==> src/rtl/lsu_bus_pkg.sv <==
// Shared definitions for the load/store unit: FSM states, load/store
// operation codes, byte-mask encodings and the alignment rule.
package lsu_bus_pkg;

    typedef enum logic [1:0] {
        IDLE = 2'd0,
        REQ  = 2'd1,
        WAIT = 2'd2,
        DONE = 2'd3
    } state_t;

    localparam logic [2:0] OPR_LB  = 3'b000;
    localparam logic [2:0] OPR_LH  = 3'b001;
    localparam logic [2:0] OPR_LW  = 3'b010;
    localparam logic [2:0] OPR_LBU = 3'b100;
    localparam logic [2:0] OPR_LHU = 3'b101;

    localparam logic [3:0] OPW_BYTE = 4'b0001;
    localparam logic [3:0] OPW_HALF = 4'b0011;
    localparam logic [3:0] OPW_WORD = 4'b1111;

    // Halves need an even address, words a 4-byte boundary; bytes always fit.
    function automatic logic is_aligned(input logic [3:0] opw, input logic [1:0] lo);
        case (opw)
            OPW_HALF: return ~lo[0];
            OPW_WORD: return (lo == 2'b00);
            default:  return 1'b1;
        endcase
    endfunction

endpackage

==> src/rtl/lsu_align.sv <==
// Byte-lane steering for the load/store unit: store byte enables and data
// replication, plus load lane selection with sign/zero extension.
module lsu_align
    import lsu_bus_pkg::*;
(
    input  logic [3:0]  st_opw,
    input  logic [1:0]  st_lo,
    input  logic [31:0] st_data,
    output logic [3:0]  st_be,
    output logic [31:0] st_wdata,
    input  logic [2:0]  ld_opr,
    input  logic [1:0]  ld_lo,
    input  logic [31:0] ld_word,
    output logic [31:0] ld_data
);

    logic [7:0]         lane_b;
    logic [15:0]        lane_h;
    logic signed [31:0] sext_b;
    logic signed [31:0] sext_h;

    always_comb begin
        st_be = st_opw << st_lo;
        case (st_opw)
            OPW_BYTE: st_wdata = {4{st_data[7:0]}};
            OPW_HALF: st_wdata = {2{st_data[15:0]}};
            default:  st_wdata = st_data;
        endcase
    end

    assign lane_b = ld_word[{ld_lo, 3'b000} +: 8];
    assign lane_h = ld_lo[1] ? ld_word[31:16] : ld_word[15:0];
    assign sext_b = 32'(signed'(lane_b));
    assign sext_h = 32'(signed'(lane_h));

    always_comb begin
        case (ld_opr)
            OPR_LB:  ld_data = sext_b;
            OPR_LH:  ld_data = sext_h;
            OPR_LBU: ld_data = {24'h0, lane_b};
            OPR_LHU: ld_data = {16'h0, lane_h};
            OPR_LW:  ld_data = ld_word;
            default: ld_data = ld_word;
        endcase
    end

endmodule

==> src/rtl/lsu_bus.sv <==
// Load/store unit: runs one req/gnt/rvalid bus transaction per aligned
// load or store, stalling the core until the response has been returned.
module lsu_bus
    import lsu_bus_pkg::*;
#(
    parameter int                 ADDR_W         = 32,
    parameter logic [ADDR_W-1:0]  RESET_ADDR_DRV = '0
) (
    input  logic              clk,
    input  logic              rst_n,
    input  logic              req_valid,
    input  logic              req_we,
    input  logic [2:0]        req_opr,
    input  logic [3:0]        req_opw,
    input  logic [ADDR_W-1:0] req_addr,
    input  logic [31:0]       req_wdata,
    output logic              stall,
    output logic [31:0]       rdata_out,
    output logic              rdata_valid,
    output logic              misalign,
    output logic              err,
    output logic              bus_req,
    output logic              bus_we,
    output logic [ADDR_W-1:0] bus_addr,
    output logic [3:0]        bus_be,
    output logic [31:0]       bus_wdata,
    input  logic              bus_gnt,
    input  logic              bus_rvalid,
    input  logic [31:0]       bus_rdata,
    input  logic              bus_err
);

    state_t      state, state_next;
    logic        aligned;
    logic        resp;
    logic [2:0]  opr_p1;
    logic [1:0]  lo_p1;
    logic        we_p1;
    logic [3:0]  st_be;
    logic [31:0] st_wdata;
    logic [31:0] ld_data;

    assign aligned = is_aligned(req_opw, req_addr[1:0]);
    assign stall   = req_valid & (state != DONE) & aligned;
    // A response only counts once the request has been granted.
    assign resp    = (((state == REQ) & bus_gnt) | (state == WAIT)) & bus_rvalid;

    lsu_align u_align (
        .st_opw   (req_opw),
        .st_lo    (req_addr[1:0]),
        .st_data  (req_wdata),
        .st_be    (st_be),
        .st_wdata (st_wdata),
        .ld_opr   (opr_p1),
        .ld_lo    (lo_p1),
        .ld_word  (bus_rdata),
        .ld_data  (ld_data)
    );

    always_ff @(posedge clk or negedge rst_n) begin
        if (!rst_n) state <= IDLE;
        else        state <= state_next;
    end

    always_comb begin
        state_next = state;
        case (state)
            IDLE: if (req_valid && aligned) state_next = REQ;
            REQ:  if (bus_gnt) state_next = bus_rvalid ? DONE : WAIT;
            WAIT: if (bus_rvalid) state_next = DONE;
            DONE: state_next = IDLE;
            default: state_next = IDLE;
        endcase
    end

    // Registered bus drive and response capture
    always_ff @(posedge clk or negedge rst_n) begin
        if (!rst_n) begin
            bus_req     <= 1'b0;
            bus_we      <= 1'b0;
            bus_addr    <= RESET_ADDR_DRV;
            bus_be      <= 4'h0;
            bus_wdata   <= 32'h0;
            rdata_out   <= 32'h0;
            rdata_valid <= 1'b0;
            misalign    <= 1'b0;
            err         <= 1'b0;
            opr_p1      <= 3'h0;
            lo_p1       <= 2'h0;
            we_p1       <= 1'b0;
        end else begin
            rdata_valid <= 1'b0;
            misalign    <= 1'b0;
            err         <= 1'b0;
            case (state)
                IDLE: begin
                    if (req_valid && aligned) begin
                        opr_p1    <= req_opr;
                        lo_p1     <= req_addr[1:0];
                        we_p1     <= req_we;
                        bus_req   <= 1'b1;
                        bus_we    <= req_we;
                        bus_addr  <= {req_addr[ADDR_W-1:2], 2'b00};
                        bus_be    <= st_be;
                        bus_wdata <= st_wdata;
                    end else if (req_valid) begin
                        misalign  <= 1'b1;
                        rdata_out <= 32'h0;
                    end
                end
                REQ: if (bus_gnt) bus_req <= 1'b0;
                DONE: begin
                    bus_we    <= 1'b0;
                    bus_be    <= 4'h0;
                    bus_wdata <= 32'h0;
                    bus_addr  <= RESET_ADDR_DRV;
                end
                default: ;
            endcase
            if (resp) begin
                rdata_out   <= (we_p1 | bus_err) ? 32'h0 : ld_data;
                rdata_valid <= ~we_p1;
                err         <= bus_err;
            end
        end
    end

endmodule

==> config.mk <==
export PLATFORM = sky130hd
export DESIGN_NAME = lsu_bus
export DESIGN_NICKNAME = d
export VERILOG_FILES = /design/src/rtl/lsu_bus_pkg.sv /design/src/rtl/lsu_align.sv /design/src/rtl/lsu_bus.sv
export SDC_FILE = /design/constraint.sdc
export NUM_CORES = 1
export LEC_CHECK = 0
export BUFFER_PORTS_ARGS = -buffer_cell sky130_fd_sc_hd__buf_4
export CAP_MARGIN = 20
export CELL_PAD_IN_SITES_DETAIL_PLACEMENT = 1
export CELL_PAD_IN_SITES_GLOBAL_PLACEMENT = 2
export CORE_MARGIN = 4
export CORE_UTILIZATION = 30
export DETAILED_ROUTE_END_ITERATION = 6
export PLACE_DENSITY = 0.84
export SETUP_SLACK_MARGIN = 0.3
export SLEW_MARGIN = 25
export SYNTH_ARGS = -nofsm -noshare
export SYNTH_HDL_FRONTEND = slang
export SYNTH_SLANG_ARGS = --single-unit
==> constraint.sdc <==
create_clock -name clk -period 2.1 [get_ports clk]
set_input_delay 0.105 -clock clk [delete_from_list [all_inputs] [get_ports clk]]
set_output_delay 0.105 -clock clk [all_outputs]
set_load 0.05 [all_outputs]
==> results.json, run 1 <==
{
  "grt_pass1_vias": 5170,
  "synth_xor_xnor_area_share_pct": 0,
  "rsz0062_at_grt": "false",
  "area_delta_synth_final_pct": 54.0,
  "status": "complete, no violations",
  "gr-usage-all-layers_pct": 19.0,
  "finalMaxSlewViolations": 0,
  "hold_path_class": "input port to flip-flop",
  "muxShareOfSynthArea_pct": 10.7,
  "mostFrequentLayoutCells": "226 x buf_4, 110 x dfrtp_1, 53 x a22o_1, 42 x dlygate4sd3_1, 32 x mux2i_1",
  "antenna_cells": 0,
  "clock_skew_ns": 0.0112,
  "critical_path_class": "flip-flop to flip-flop",
  "insertion_delay_ns": 0.35,
  "cts_tree": "built",
  "post_drt_wl_per_cell_um": 20.5,
  "path_clk_slew_ns": 0.08,
  "yosysUniqueCellTypes": 50,
  "synth_cells": 454,
  "drc_errors": 0,
  "final_util_pct": 47.1,
  "gr-total-overflow": 0,
  "placedInstanceArea_um2": 7150,
  "antenna_found_initial": 0,
  "critPathMaxFanout": 8,
  "synth_compound_area_share_pct": 20.3,
  "layout_commonest_cell": "buf_4",
  "relSlewSlack_pct": 65.5,
  "cap_viol_max_count": 0,
  "fillers": 1862,
  "io_pins": 216,
  "rows": 48,
  "synthesis.area_um2": 5300,
  "fin_crit_ns": 1.76,
  "place.gp.congestion": 0.854,
  "clock-sinks": 111,
  "end_kind": "flip-flop",
  "cp.arrival_ns": 2.00,
  "vdd_drop_max_mv": 0.919,
  "wl_um": 19300,
  "portBuffers": 213,
  "ys_seq_area_share_pct": 52.4,
  "vias": 4825,
  "leakage_nw": 4.05,
  "synth_warnings": 0,
  "hpwl_um": 13700,
  "viasPerCell": 5.11,
  "core_area_um2": 17300,
  "power_density_nw_per_um2": 1760,
  "crit_path_start_kind": "flip-flop",
  "required_ns": 2.33,
  "ys_ff_latch": 111,
  "firstDrtPassIters": 4,
  "min_period_over_period_pct": 84.0,
  "root_buffer": "clkbuf_16",
  "first_iter_violations": 199,
  "cts_buffers": 9,
  "syn_area_per_cell_um2": 11.7,
  "drive_gt1_share_pct": 42.8,
  "die-width_um": 141,
  "start_util_pct": 30.6,
  "grt_pass1_wl_um": 29800,
  "nets": 828,
  "finalInstanceArea_um2": 8160,
  "fmax_mhz": 567,
  "antenna_left": 0,
  "cts_buffer_depth": 2,
  "worstMarginPinSlew_ns": 0.517,
  "synth_fa_ha_area_share_pct": 0.945,
  "synth_top_family_by_area": "compound AO/OA/AOI/OAI gates",
  "yosys.area_share.simple_pct": 9.61,
  "setup_viol": 0,
  "final-hold-violation-count": 0,
  "die_h_um": 141,
  "htreeDepth": 3,
  "dieArea_um2": 19800,
  "grt_start_max_net_pins": 72
}
[state kept, by name, summed over array words and instances, names as in the netlist]
signal / cells
bus_req: 1
bus_addr: 30
misalign: 1
rdata_valid: 1
we_p1: 1
rdata_out: 32
bus_be: 4
state: 2
err: 1
bus_we: 1
opr_p1: 3
lo_p1: 2
bus_wdata: 32
[worst max-delay path, cell delays in order, from the launching register on]
cell and delay (ns):
dfrtp_2 0.44, buf_4 0.15, ha_4 0.17, a21o_4 0.23, and3_4 0.18, and3_1 0.19
a221o_1 0.28
[what timing repair did]
| item | in CTS | in global routing |
|---|---|---|
| hold endpoints to repair | 152 | 0 |
| pin swaps | 1 | 3 |
| setup buffers | 6 | 1 |
| hold buffers | 42 | 0 |
| endpoints found under the setup margin | 63 | 88 |
| gates resized for setup | 8 | 28 |
| gates cloned | 2 | 1 |
[worst paths after layout]
check	depth (start not counted)	startpoint	slack (ns)	end
min in group asynchronous	3	rst_n	0.30	bus_wdata[28]
max in group asynchronous	3	rst_n	1.36	bus_addr[15]
max	6	state[0]	0.34	rdata_out[14]
max reg2reg	6	state[0]	0.34	rdata_out[14]
min	2	req_wdata[6]	0.02	bus_wdata[6]
min reg2reg	1	we_p1	0.47	rdata_valid
[area by class of cell]
type	count	area (um2)	share of cell area [%]
Clock buffer	9	225	2.76
Clock inverter	7	63.8	0.782
Inverter	23	88.8	1.09
Multi-Input combinational cell	287	2340	28.7
Sequential cell	111	2780	34.1
Tap cell	225	282	3.45
Timing Repair Buffer	282	2380	29.2
[Yosys cell counts (all sizes together)]
master / instances / area (um2)
a2bb2oi: 1 / 15.0
o211a: 2 / 27.5
a211oi: 5 / 42.5
ha: 4 / 50.1
nand2: 31 / 116
a32o: 1 / 10.0
nor2b: 2 / 12.5
a21o: 1 / 7.51
a221o: 7 / 70.1
clkinv: 2 / 7.51
a41oi: 1 / 8.76
nor3b: 4 / 35.0
nand2b: 23 / 144
a221oi: 1 / 26.3
a22o: 53 / 464
mux4: 1 / 22.5
or2: 1 / 6.26
a22oi: 1 / 7.51
o221ai: 7 / 61.3
nor3: 3 / 26.3
and2: 1 / 6.26
mux2i: 33 / 330
dfrtp: 111 / 2780
and3: 9 / 56.3
a311o: 3 / 30.0
o2bb2ai: 8 / 70.1
mux2: 19 / 214
o21ai: 17 / 85.1
nand4: 7 / 43.8
buf: 23 / 186
a21boi: 1 / 7.51
o22ai: 1 / 6.26
or3b: 1 / 8.76
clkbuf: 11 / 41.3
o211ai: 3 / 22.5
inv: 21 / 78.8
o21a: 1 / 7.51
conb: 1 / 3.75
nor2: 6 / 25.0
nor4: 3 / 18.8
a21oi: 21 / 105
nand3: 2 / 10.0
[report_power, final]
group | switching, W | total, W | internal [W] | leakage, nW
clock network | 0.000864 | 0.00169 | 0.000830 | 0.140
logic | 0.00562 | 0.00888 | 0.00326 | 2.47
registers | 0.000652 | 0.00376 | 0.00311 | 1.44
total | 0.00714 | 0.0143 | 0.00720 | 4.05
[logic make-up (layout without fill, tap and decap cells)]
| logic type | after synthesis | after routing |
|---|---|---|
| AO/OA/AOI/OAI | 135 | 135 |
| flip-flops | 111 | 111 |
| AND/OR/NAND/NOR | 93 | 93 |
| buffers and inverters | 57 | 321 |
| multiplexers | 53 | 53 |
| adder cells (fa/ha/maj) | 4 | 4 |
| other | 1 | 2 |
[metal layers]
| metal | vias up | part of all wire, % | track usage, % |
|---|---|---|---|
| met5 | - | 0 | 0 |
| met4 | 0 | 3.8 | 7.65 |
| met3 | 39 | 4.2 | 3.19 |
| met2 | 160 | 53 | 33.6 |
| met1 | 2433 | 39 | 22.9 |
| li1 | 2193 | - | - |
[through the flow]
step / total power (W) / hold slack [ns] / cells / setup TNS, ns / setup WS, ns
floorplan: 0.00938 / -0.191 / 455 / 0 / 0.348
global placement: 0.0118 / 0.156 / 876 / 0 / 0.120
detailed placement: 0.0120 / 0.166 / 876 / -0.0336 / -0.0165
CTS: 0.0142 / 0.00999 / 942 / 0 / 0.279
global route: 0.0150 / 0.0143 / 944 / 0 / 0.295
finish: 0.0143 / 0.0174 / 944 / 0 / 0.336
(Power assumes the default switching activity.)
==> run 2, diff against run 1 <==
--- a/config.mk
+++ b/config.mk
@@ -5,14 +5,15 @@
 export SDC_FILE = /design/constraint.sdc
 export NUM_CORES = 1
 export LEC_CHECK = 0
+export ABC_AREA = 1
 export BUFFER_PORTS_ARGS = -buffer_cell sky130_fd_sc_hd__buf_4
 export CAP_MARGIN = 20
 export CELL_PAD_IN_SITES_DETAIL_PLACEMENT = 1
 export CELL_PAD_IN_SITES_GLOBAL_PLACEMENT = 2
 export CORE_MARGIN = 4
-export CORE_UTILIZATION = 30
+export CORE_UTILIZATION = 27
 export DETAILED_ROUTE_END_ITERATION = 6
-export PLACE_DENSITY = 0.84
+export PLACE_DENSITY = 0.83
 export SETUP_SLACK_MARGIN = 0.3
 export SLEW_MARGIN = 25
 export SYNTH_ARGS = -nofsm -noshare
==> constraint.sdc (replaced) <==
create_clock -name clk -period 1.69 [get_ports clk]
set_input_delay 0.0845 -clock clk [delete_from_list [all_inputs] [get_ports clk]]
set_output_delay 0.0845 -clock clk [all_outputs]
set_load 0.05 [all_outputs]
==> run 2 against run 1 <==
The flow now finishes with violations (negative hold slack, negative setup slack). Combinational power increased by 50%. Critical endpoint is now rdata_out[29]. Clock skew decreased by 0.00090 ns. Sequential power increased by 23%. Total power increased by 41%. Sequential share of layout area decreased by 6.1 points. Highest routed layer unchanged.
==> results.json, run 2 <==
{
  "holdPathStages": 3,
  "critical_path_class": "flip-flop to flip-flop",
  "firstDrtPassIters": 4,
  "rsz0062_at_grt": "true",
  "netlist.area_leader.share_pct": 49.4,
  "synth_warnings": 0,
  "drive_gt1_share_pct": 48.4,
  "nets": 1108,
  "grt_pass1_wl_um": 34800,
  "syn_area_per_cell_um2": 8.06,
  "critPathMaxFanout": 8,
  "end_kind": "flip-flop",
  "reg2reg_depth": 10,
  "synth_cells": 698,
  "yosysUniqueCellTypes": 33,
  "setup_viol": 39,
  "synth_edf_count": 0,
  "violations": "negative hold slack, negative setup slack",
  "synthTopCellsByCount": "204 x nand2_1, 111 x dfrtp_1, 72 x nor2_1",
  "min_period_over_period_pct": 103,
  "fmax_mhz": 577,
  "area_delta_synth_final_pct": 76.4,
  "total_power_w": 0.0202,
  "ys.flop_type": "dfrtp_1",
  "vdd_drop_max_mv": 0.908,
  "core_area_um2": 20400,
  "place.gp.congestion": 0.763,
  "grt_start_max_net_pins": 44,
  "path_clk_slew_ns": 0.08,
  "cts_tree": "built",
  "status": "finished, violations left",
  "die-width_um": 152,
  "start_util_pct": 27.6,
  "drc_errors": 0,
  "vias": 6167,
  "wl_um": 25400,
  "rows": 52,
  "ys_ff_latch": 111,
  "final-hold-violation-count": 1,
  "rrSetupSlack_ns": -0.04,
  "hold_path_class": "input port to flip-flop",
  "gr-total-overflow": 0,
  "root_buffer": "clkbuf_16",
  "insertion_delay_ns": 0.37,
  "r2r_start": "state[0]",
  "seqCellArea_um2": 2780,
  "yosysMostFrequentCell": "nand2_1",
  "synth_top_cell_by_area": "dfrtp_1",
  "htreeDepth": 3,
  "fin_crit_ns": 1.73,
  "cap_viol_max_count": 0,
  "post_drt_wl_per_cell_um": 20.0,
  "cp.arrival_ns": 1.99,
  "cts_buffer_depth": 2,
  "crit_path_start_kind": "flip-flop",
  "die_h_um": 152,
  "dieArea_um2": 23200,
  "min_to": "bus_addr[24]",
  "mostFrequentLayoutCells": "229 x buf_4, 167 x nand2_1, 110 x dfrtp_1, 47 x nor2_1, 43 x dlygate4sd3_1",
  "synth_area_leaders": "dfrtp_1 49%, nand2_1 14%, o21ai_0 5.2%",
  "io_pins": 216,
  "grt_pass1_vias": 6265,
  "async_flop_share_pct": 100,
  "holdWs_ns": -0.000244,
  "synthesis.area_um2": 5630,
  "clock_skew_ns": 0.0103,
  "layout_commonest_cell": "buf_4",
  "tns_ns": -0.655,
  "portBuffers": 213,
  "required_ns": 1.95,
  "reg_top3": "bus_wdata (32), rdata_out (32), bus_addr (30)",
  "gr-usage-all-layers_pct": 18.6,
  "multi_input_area_um2": 3220,
  "ys_seq_area_share_pct": 49.4,
  "power_density_nw_per_um2": 2030,
  "leakage_nw": 4.76,
  "fillers": 2346,
  "viasPerCell": 4.85,
  "antenna_left": 0,
  "antenna_found_initial": 2,
  "hpwl_um": 15300,
  "clock-sinks": 111,
  "hold_path.startpoint": "req_addr[24]",
  "finalMaxSlewViolations": 0,
  "setup_slack_ns": -0.0437,
  "cts_buffers": 9,
  "first_iter_violations": 252,
  "r2r_end": "rdata_out[29]"
}
-- run 2: cell count changes in the layout (fill, tap and decap cells not counted), sizes merged, moves of 14 or more --
| cell | before | now |
|---|---|---|
| mux2i | 33 | 0 |
| o211ai | 3 | 17 |
| nand2 | 31 | 212 |
| a21oi | 21 | 43 |
| o21ai | 17 | 81 |
| nand2b | 23 | 0 |
| nand3 | 2 | 49 |
| nor2 | 6 | 75 |
| buf | 237 | 267 |
| clkbuf | 10 | 24 |
| a22o | 53 | 0 |
-- run 2: area by class of cell --
class,count,area share (%)
Inverter,35,1.55
Antenna cell,2,0.0504
Sequential cell,111,28.0
Clock buffer,9,2.27
Multi-Input combinational cell,512,32.4
Clock inverter,7,0.769
Tap cell,270,3.40
Timing Repair Buffer,325,31.6
-- run 2: kinds of logic (layout without fill, tap and decap cells) --
kind of cell,after synthesis,after routing,share of synthesized area [%]
fa+ha+maj,4,4,0.889
flops,111,111,49.4
compound gates,150,150,15.1
other cells,1,4,0.0666
buf+inv,77,376,7.49
mux,6,6,1.20
simple gates,349,350,25.9
-- run 2: how the worst max path moves through the flow --
stage	startpoint	end	slack [ns]	depth (start not counted)
6_report	state[0]	rdata_out[29]	-0.04	10
4_1_cts	state[1]	stall	0.08	7
2_1_floorplan	state[1]	rdata_out[14]	0.23	11
3_3_place_gp	state[1]	stall	0.04	7
5_1_grt	state[0]	rdata_out[29]	-0.13	10
3_5_place_dp	state[1]	bus_wdata[17]	0.02	6
-- run 2: per-layer routing --
metal / part of all wire [%] / routed length, um / track usage, % / up-vias
met1: 41 / 10400 / 23.2 / 3051
met5: 0 / 0 / 0 / -
met3: 6.5 / 1650 / 6.50 / 29
met4: 2.0 / 501 / 5.05 / 0
met2: 50 / 12800 / 30.9 / 185
li1: - / - / - / 2902
-- run 2: worst max-delay path: stages, from the launching register on --
cell and delay, ns:
dfrtp_2 0.46, inv_2 0.11, ha_4 0.20, nand2_4 0.08, inv_4 0.07, nand4_1 0.15, nand2_2 0.15, clkinv_4 0.10
clkbuf_16 0.19, nand2_2 0.07, nand2_2 0.05
-- run 2: power breakdown --
group          switching [W]  total [W]  internal [W]
logic                0.00824     0.0133       0.00504
clock network        0.00117    0.00222       0.00105
registers           0.000926    0.00464       0.00372
-- run 2: through the flow --
step           setup WS, ns  util (%)  cell area, um2  hold WS [ns]  std cells
4_1_cts              0.0838      41.9            8540       0.00233       1230
6_report            -0.0437      48.8            9930     -0.000244       1271
3_5_place_dp         0.0184      37.2            7580        0.0584       1166
3_3_place_gp         0.0418      37.2            7580        0.0505       1166
2_1_floorplan         0.233         -            5690        -0.211        699
5_1_grt              -0.130      48.8            9930      -0.00279       1271
-- run 2: what timing repair did --
action | 4_1_cts | 5_1_grt
buffers inserted | 6 | 15
pin swaps | 3 | 38
gates cloned | 5 | 18
gates resized for setup | 26 | 236
endpoints found under the hold margin | 61 | 6
hold buffers | 37 | 6
endpoints found under the setup margin | 109 | 109
==> run 3, diff against run 2 <==
--- a/config.mk
+++ b/config.mk
@@ -5,16 +5,16 @@
 export SDC_FILE = /design/constraint.sdc
 export NUM_CORES = 1
 export LEC_CHECK = 0
-export ABC_AREA = 1
 export BUFFER_PORTS_ARGS = -buffer_cell sky130_fd_sc_hd__buf_4
 export CAP_MARGIN = 20
 export CELL_PAD_IN_SITES_DETAIL_PLACEMENT = 1
 export CELL_PAD_IN_SITES_GLOBAL_PLACEMENT = 2
 export CORE_MARGIN = 4
-export CORE_UTILIZATION = 27
+export CORE_UTILIZATION = 30
 export DETAILED_ROUTE_END_ITERATION = 6
-export PLACE_DENSITY = 0.83
+export PLACE_DENSITY = 0.84
 export SETUP_SLACK_MARGIN = 0.3
+export SKIP_CTS_REPAIR_TIMING = 1
 export SLEW_MARGIN = 25
 export SYNTH_ARGS = -nofsm -noshare
 export SYNTH_HDL_FRONTEND = slang
==> run 3 against run 2 <==
The flow finishes with violations (negative setup slack). First-iteration DRC count down 42%. Critical endpoint is now bus_addr[17]. Count of clock-buffer cells in the layout up 1. Global-route usage down 0.84 points. Sequential share of layout area up 3.0 points.
==> results.json, run 3 (same netlist as run 1, synthesis figures left out) <==
{
  "fin_crit_ns": 1.81,
  "vias": 4938,
  "end_kind": "flip-flop",
  "antenna_found_initial": 0,
  "total_power_w": 0.0199,
  "portBuffers": 213,
  "antenna_left": 0,
  "rows": 48,
  "path_clk_slew_ns": 0.08,
  "mostFrequentLayoutCells": "240 x buf_4, 109 x dfrtp_1, 53 x a22o_1, 42 x dlygate4sd3_1, 27 x nand2_1",
  "violations": "negative setup slack",
  "reg_top3": "bus_wdata (32), rdata_out (32), bus_addr (30)",
  "worstMarginPinSlew_ns": 0.650,
  "clock_skew_ns": 0.00998,
  "drive_gt1_share_pct": 48.2,
  "antenna_cells": 0,
  "dieArea_um2": 19800,
  "crit_buf_inv": 4,
  "crit_chain": "inv_4, ha_4, nand2_4, a2bb2oi_4, buf_12, clkbuf_16, clkbuf_16, a22o_1",
  "setup_viol": 43,
  "rsz0062_at_grt": "true",
  "tns_ns": -2.29,
  "cpMostUsedCell": "clkbuf_16",
  "start_util_pct": 30.6,
  "htreeDepth": 3,
  "io_pins": 216,
  "cts_buffers": 9,
  "grt_pass1_wl_um": 28100,
  "leakage_nw": 4.42,
  "vdd_drop_max_mv": 1.24,
  "die-width_um": 141,
  "gr-usage-all-layers_pct": 17.8,
  "cp_slowest_cell": "dfrtp_2",
  "core_area_um2": 17300,
  "die_h_um": 141,
  "final-hold-violation-count": 0,
  "layout_commonest_cell": "buf_4",
  "clock-sinks": 111,
  "area_delta_synth_final_pct": 69.1,
  "crit_family": "buffers and inverters",
  "relSlewSlack_pct": 56.7,
  "cts_buffer_depth": 2,
  "grt_start_max_net_pins": 112,
  "dp_slack_ns": -0.0772,
  "insertion_delay_ns": 0.36,
  "wl_um": 20800,
  "critical_path_class": "flip-flop to flip-flop",
  "nets": 866,
  "viasPerCell": 5.03,
  "worst_path_largest_cell_delay_ns": 0.47,
  "hpwl_um": 13900,
  "stdcell_count": 982,
  "required_ns": 1.93,
  "critPathMaxFanout": 11,
  "power_density_nw_per_um2": 2220,
  "grt_pass1_vias": 4959,
  "drc_errors": 0,
  "hold_path_class": "input port to flip-flop",
  "cp.arrival_ns": 2.05,
  "place.gp.congestion": 0.797,
  "firstDrtPassIters": 4,
  "crit_path_start_kind": "flip-flop",
  "first_iter_violations": 146,
  "cts_tree": "built",
  "post_drt_wl_per_cell_um": 21.2,
  "setup_slack_ns": -0.117,
  "root_buffer": "clkbuf_16",
  "cap_viol_max_count": 0,
  "gr-total-overflow": 0,
  "fmax_mhz": 553,
  "min_period_over_period_pct": 107,
  "status": "finished, violations left",
  "finalMaxSlewViolations": 0,
  "dp.cells": 895,
  "holdWs_ns": 0.00442
}
run 3: final timing paths:
kind,from,endpoint,slack (ns),depth (start not counted)
worst max-delay path,state[0],bus_addr[17],-0.12,8
worst min register to register,we_p1,rdata_valid,0.47,1
min in group asynchronous,rst_n,bus_wdata[31],0.32,3
max in group asynchronous,rst_n,state[0],0.82,3
worst min-delay path,req_wdata[1],bus_wdata[1],0.004,2
worst max register to register,state[0],bus_addr[17],-0.12,8
run 3: power by group:
group | internal [W] | leakage (nW) | switching, W
Combinational | 0.00537 | 2.84 | 0.00754
Sequential | 0.00386 | 1.44 | 0.000854
Clock | 0.00118 | 0.146 | 0.00107
run 3: area by class of cell:
type / count / area (um2)
fill: 1826 / 8340
clock inverter: 6 / 80.1
inverter: 23 / 91.3
tap: 225 / 282
sequential: 111 / 2780
timing repair buffer: 320 / 2930
clock buffer: 10 / 229
multi-input combinational: 287 / 2570
run 3: metrics by stage:
step	utilization [%]	area [um2]
floorplan	-	5370
global placement	42.6	7370
detailed placement	42.6	7370
CTS	44.4	7680
global route	51.8	8960
finish	51.8	8960
run 3: per-layer routing:
layer	track usage, %	wire length (um)	share of wire [%]	up-vias
met5	0	0	0	-
met2	32.4	11300	54	122
met3	2.99	678	3.3	28
met4	5.86	457	2.2	0
li1	-	-	-	2272
met1	21.3	8360	40	2516
